## src/rtl/countdown_display.sv

```systemverilog
// Two-digit multiplexed display of a 4-bit count (00-15) with leading-zero
// blanking, 0->15 wrap detection and a blinking alarm after each wrap.
//
// state | meaning
// ------+---------------------------------------------------------------
// IDLE  | normal display, decimal point dark, waiting for a wrap pulse
// ON    | alarm on-phase: normal display with decimal point lit
// OFF   | alarm off-phase: whole display blanked
module countdown_display #(
   parameter int SCAN_DIV     = 1000,
   parameter int BLINK_DIV    = 50000,
   parameter int ALARM_BLINKS = 4
) (
   input  logic       clk,
   input  logic       Reset,
   input  logic [3:0] count,
   output logic [6:0] seg,
   output logic [1:0] an,
   output logic       dp,
   output logic       wrap,
   output logic       alarm
);

   localparam int SW = (SCAN_DIV > 1) ? $clog2(SCAN_DIV) : 1;
   localparam int BW = (BLINK_DIV > 1) ? $clog2(BLINK_DIV) : 1;
   localparam int NW = $clog2(ALARM_BLINKS + 1);

   localparam logic [SW-1:0] SCAN_TC     = SW'(SCAN_DIV - 1);
   localparam logic [BW-1:0] BLINK_TC    = BW'(BLINK_DIV - 1);
   localparam logic [NW-1:0] BLINKS_LAST = NW'(ALARM_BLINKS - 1);

   localparam logic [6:0] SEG_BLANK = 7'h7F;

   typedef enum logic [1:0] {
      ST_IDLE = 2'd0,
      ST_ON   = 2'd1,
      ST_OFF  = 2'd2
   } state_t;

   function automatic logic [6:0] seg_code(input logic [3:0] d);
      logic [6:0] s;
      case (d)
         4'd0:    s = 7'h40;
         4'd1:    s = 7'h79;
         4'd2:    s = 7'h24;
         4'd3:    s = 7'h30;
         4'd4:    s = 7'h19;
         4'd5:    s = 7'h12;
         4'd6:    s = 7'h02;
         4'd7:    s = 7'h78;
         4'd8:    s = 7'h00;
         4'd9:    s = 7'h10;
         default: s = SEG_BLANK;
      endcase
      return s;
   endfunction

   state_t          state_q, state_d;
   logic [3:0]      cnt_q, cnt_d;
   logic [3:0]      cnt_p_q, cnt_p_d;
   logic            wrap_q, wrap_d;
   logic [SW-1:0]   scan_cnt_q, scan_cnt_d;
   logic            digit_q, digit_d;
   logic [BW-1:0]   blink_cnt_q, blink_cnt_d;
   logic [NW-1:0]   blinks_q, blinks_d;
   logic [6:0]      seg_q, seg_d;
   logic [1:0]      an_q, an_d;
   logic            dp_q, dp_d;
   logic            alarm_q, alarm_d;

   logic            scan_tc;
   logic            blink_tc;
   logic            tens;
   logic [3:0]      ones;

   // Both pipeline stages reset to 15 so the reset value can never look like 0->15.
   always_comb begin
      cnt_d   = count;
      cnt_p_d = cnt_q;
      wrap_d  = (cnt_p_q == 4'd0) && (cnt_q == 4'hF);
   end

   always_comb begin
      scan_tc    = (scan_cnt_q == SCAN_TC);
      scan_cnt_d = scan_tc ? '0 : scan_cnt_q + SW'(1);
      digit_d    = digit_q ^ scan_tc;
   end

   always_ff @(posedge clk or posedge Reset) begin
      if (Reset) begin
         cnt_q      <= 4'hF;
         cnt_p_q    <= 4'hF;
         wrap_q     <= 1'b0;
         scan_cnt_q <= '0;
         digit_q    <= 1'b0;
      end else begin
         cnt_q      <= cnt_d;
         cnt_p_q    <= cnt_p_d;
         wrap_q     <= wrap_d;
         scan_cnt_q <= scan_cnt_d;
         digit_q    <= digit_d;
      end
   end

   always_ff @(posedge clk or posedge Reset) begin
      if (Reset) begin
         state_q     <= ST_IDLE;
         blink_cnt_q <= '0;
         blinks_q    <= '0;
      end else begin
         state_q     <= state_d;
         blink_cnt_q <= blink_cnt_d;
         blinks_q    <= blinks_d;
      end
   end

   // A wrap in any state restarts the alarm, ahead of any phase change.
   always_comb begin
      state_d     = state_q;
      blink_cnt_d = blink_cnt_q;
      blinks_d    = blinks_q;
      blink_tc    = (blink_cnt_q == BLINK_TC);
      unique case (state_q)
         ST_IDLE: begin
            blink_cnt_d = '0;
            if (wrap_q) begin
               state_d  = ST_ON;
               blinks_d = '0;
            end
         end
         ST_ON: begin
            if (wrap_q) begin
               blink_cnt_d = '0;
               blinks_d    = '0;
            end else if (blink_tc) begin
               state_d     = ST_OFF;
               blink_cnt_d = '0;
            end else begin
               blink_cnt_d = blink_cnt_q + BW'(1);
            end
         end
         ST_OFF: begin
            if (wrap_q) begin
               state_d     = ST_ON;
               blink_cnt_d = '0;
               blinks_d    = '0;
            end else if (blink_tc) begin
               blink_cnt_d = '0;
               blinks_d    = blinks_q + NW'(1);
               state_d     = (blinks_q == BLINKS_LAST) ? ST_IDLE : ST_ON;
            end else begin
               blink_cnt_d = blink_cnt_q + BW'(1);
            end
         end
         default: begin
            state_d     = ST_IDLE;
            blink_cnt_d = '0;
            blinks_d    = '0;
         end
      endcase
   end

   always_comb begin
      tens    = (cnt_q >= 4'd10);
      ones    = tens ? (cnt_q - 4'd10) : cnt_q;
      seg_d   = SEG_BLANK;
      an_d    = 2'b11;
      dp_d    = 1'b1;
      alarm_d = (state_q != ST_IDLE);
      if (state_q != ST_OFF) begin
         dp_d = (state_q == ST_ON) ? 1'b0 : 1'b1;
         if (!digit_q) begin
            an_d  = 2'b10;
            seg_d = seg_code(ones);
         end else if (tens) begin
            an_d  = 2'b01;
            seg_d = seg_code(4'd1);
         end
      end
   end

   always_ff @(posedge clk or posedge Reset) begin
      if (Reset) begin
         seg_q   <= SEG_BLANK;
         an_q    <= 2'b11;
         dp_q    <= 1'b1;
         alarm_q <= 1'b0;
      end else begin
         seg_q   <= seg_d;
         an_q    <= an_d;
         dp_q    <= dp_d;
         alarm_q <= alarm_d;
      end
   end

   assign seg   = seg_q;
   assign an    = an_q;
   assign dp    = dp_q;
   assign wrap  = wrap_q;
   assign alarm = alarm_q;

endmodule

```

## config.mk

```make
export PLATFORM = sky130hd
export DESIGN_NAME = countdown_display
export DESIGN_NICKNAME = d
export VERILOG_FILES = /design/src/rtl/countdown_display.sv
export SDC_FILE = /design/constraint.sdc
export NUM_CORES = 1
export LEC_CHECK = 0
export CAP_MARGIN = 30
export CORE_UTILIZATION = 60
export CTS_BUF_LIST = sky130_fd_sc_hd__clkbuf_8
export DETAILED_ROUTE_END_ITERATION = 12
export GPL_ROUTABILITY_DRIVEN = 0
export HOLD_SLACK_MARGIN = 0.05
export PLACE_DENSITY = 0.79
export SLEW_MARGIN = 25
export SYNTH_ARGS = -nofsm -noshare
export SYNTH_HDL_FRONTEND = slang
export SYNTH_SLANG_ARGS = --single-unit
```

## constraint.sdc

```tcl
create_clock -name clk -period 2.4 [get_ports clk]
set_input_delay 0.36 -clock clk [delete_from_list [all_inputs] [get_ports clk]]
set_output_delay 0.36 -clock clk [all_outputs]
set_load 0.005 [all_outputs]
```

==> flow_summary_export.csv <==
group,metric,value,unit
detailed_routing,wire_per_inst,13.1,um
cts,post-cts-setup-buffers,0,
cts,clkTransAtPathRegs,0.09,ns
critical_path,critPathLaunchType,"register",
synthesis,ys_warn_count,0,
global_route,overflow,0,
timing,slew_headroom,58.6,%
critical_path,r2r_cells,5,
outcome,status,"completed",
critical_path,arrival,2.18,ns
synthesis,syn_inst,242,
synthesis,synth-edff-count,0,
critical_path,crit_type,"register to register",
job,cap_violations,0,
finish,area_growth,12.1,%
placement,post-place-ws,0.440,ns
timing,drv_slew,0,
die,core_area,4030,um^2
placement,hpwl,3010,um
synthesis,ys.flop_type,"dfrtp_1",
timing,skew,0.00875,ns
detailed_routing,drt-total-wl,4080,um
power_and_ir_drop,p_leak,0.00117,uW
detailed_routing,vias,1755,
critical_path,reg2reg_to,"blinks_q[2]$_DFFE_PP0P_",
finish,layout-drive-gt1-share,12.6,%
critical_path,required,2.62,ns
synthesis,syn_area_per_cell,10.5,um^2
synthesis,synth-seq-cells,52,
detailed_routing,drt_iter0_drc,200,
critical_path,cp_max_fo,10,
critical_path,reg2reg_slack,0.44,ns
cts,clk_latency,0.29,ns
synthesis,ys_seq_area_share,52.2,%
die,num_rows,23,
critical_path,cp-endpoint,"blinks_q[2]$_DFFE_PP0P_",
critical_path,reg2reg_from,"blink_cnt_q[0]$_DFF_PP0_",
finish,nets,280,
power_and_ir_drop,vdd_drop_max,0.429,mV
cts,cts.sinks,52,
cts,cts_resized,0,
die,io_pins,18,
synthesis,async_flop_share,100,%
global_route,grt_use_total,21.1,%
timing,fmax,509,MHz
global_route,grt_start_max_net_pins,30,
timing,hold_violations,0,
synthesis,syn_area,2530,um^2
timing,period_minus_slack,1.96,ns
synthesis,syn-num-nets,261,
timing,finalSetupTns,0,ns
cts,cts-htree-levels,2,
timing,worstMarginPinSlew,0.619,ns
cts,cts_hold_buf,0,
timing,timing.final.ws_setup,0.436,ns
die,start_util,62.9,%
critical_path,crit_path_end_kind,"register",
timing,setup_viol,0,
detailed_routing,drcViolationCount,0,
cts,cts_tree,"done",
timing,rsz0062_at_grt,"false",
detailed_routing,post_drt_via_cell_ratio,5.63,
global_route,grt_pass1_wl,7070,um
global_route,grt_pass1_vias,1636,
timing,finalCritPeriodShare,81.8,%
finish,num_antenna_cells,0,
cts,cts_buffer_depth,2,
synthesis,ys_types,43,
die,die_h,67,um
detailed_routing,first_pass_iters,4,
die,die-area,4490,um^2
cts,cts_root_buffer,"clkbuf_8",
die,die_x,67,um
global_route,antenna_found_initial,0,
detailed_routing,antenna_left,0,
critical_path,cp-startpoint,"blink_cnt_q[0]$_DFF_PP0_",
cts,cts_buffers,5,
placement,port_buffers,17,
timing,hold_ws,0.403,ns
hold_path,hold_class,"register to register",
power_and_ir_drop,p_per_area,550,nW/um^2
==> layer usage <==
metal  routed length [um]  GRT usage, %
met1                 1940          26.7
met2                 1970          35.4
met3                   97          3.60
met4                   66          8.78
met5                    0             0
==> worst min-delay path by stage <==
stage                               from                    to  cells after the start
finish              cnt_p_d[2]$_DFF_PP1_  cnt_p_q[2]$_DFF_PP1_                      0
global route        cnt_p_d[2]$_DFF_PP1_  cnt_p_q[2]$_DFF_PP1_                      0
CTS                 cnt_p_d[2]$_DFF_PP1_  cnt_p_q[2]$_DFF_PP1_                      0
detailed placement  cnt_p_d[2]$_DFF_PP1_  cnt_p_q[2]$_DFF_PP1_                      0
global placement    cnt_p_d[1]$_DFF_PP1_  cnt_p_q[1]$_DFF_PP1_                      0
floorplan           cnt_p_d[3]$_DFF_PP1_  cnt_p_q[3]$_DFF_PP1_                      0
==> Yosys cell counts (all sizes together) (5+ instances only) <==
cell type | instances | share of area [%]
xor2 | 6 | 2.1
a21oi | 5 | 0.99
dfstp | 18 | 19
nand3 | 17 | 3.4
o21ai | 6 | 1.2
ha | 13 | 6.4
a31oi | 5 | 1.2
nor2 | 31 | 4.6
nand4 | 5 | 1.8
dfrtp | 34 | 34
inv | 15 | 2.2
xnor2 | 15 | 5.2
nor3 | 5 | 1.2
nand2 | 15 | 2.2
==> sequential cells by signal (all words and copies together) (netlist names), 2 cells and up <==
register,cells
cnt_p_d,4
seg,7
blinks_q,3
scan_cnt_q,10
cnt_p_q,4
an,2
state_q,2
blink_cnt_q,16
==> through the flow <==
step                instances  cell area (um^2)  power (uW)  util (%)
floorplan                 242              2530        1050         -
global placement          304              2760        1120      68.6
detailed placement        304              2760        1130      68.6
CTS                       312              2840        1580      70.6
global route              312              2840        1630      70.6
finish                    312              2840        1560      70.6
==> critical path: stages (launching register included) <==
cell and delay (ns):
dfrtp_1 0.40, ha_1 0.21, and4_1 0.35, nand4_4 0.19
or4b_1 0.55, a31oi_1 0.19
==> report_power, final <==
| part | total [uW] | switching [uW] | internal [uW] |
|---|---|---|---|
| Sequential | 945 | 19.6 | 925 |
| Clock | 451 | 256 | 195 |
| Combinational | 167 | 88.2 | 78.8 |
| Total | 1560 | 364 | 1200 |
==> cells by family (layout without fill, tap and decap cells) <==
| group | after synthesis | in the layout | synth area share [%] |
|---|---|---|---|
| muxes | 2 | 2 | 0.790 |
| DFF | 52 | 52 | 52.2 |
| AOI/OAI and AO/OA | 31 | 31 | 8.14 |
| buffers and inverters | 21 | 41 | 3.21 |
| xor gates and xnor gates | 21 | 21 | 7.26 |
| adders and majority gates | 13 | 13 | 6.42 |
| and+or+nand+nor | 102 | 102 | 22.0 |
==> cell type report <==
class	instances	area (um^2)
inverter	15	56.3
fill	300	1190
multi-input combinational	169	1130
tap	50	62.6
clock buffer	5	68.8
sequential	52	1320
timing repair buffer	18	190
clock inverter	3	11.3
==> layout by cell type, fill, tap and decap left out, types with 3 or more instances in the layout <==
| master | count |
|---|---|
| dfrtp_1 | 34 |
| nor2_1 | 31 |
| dfstp_2 | 18 |
| inv_1 | 17 |
| nand3_1 | 17 |
| clkdlybuf4s50_1 | 17 |
| nand2_1 | 15 |
| xnor2_1 | 15 |
| ha_1 | 13 |
| o21ai_0 | 6 |
| xor2_1 | 6 |
| a21oi_1 | 5 |
| a31oi_1 | 5 |
| clkbuf_8 | 5 |
| nand4_1 | 4 |
| nor4_1 | 4 |
| and3_1 | 4 |
| nor3_1 | 4 |
| nor2b_1 | 4 |
| or2_2 | 3 |
| a22oi_1 | 3 |
| or4b_1 | 3 |
(Power assumes the default switching activity.)
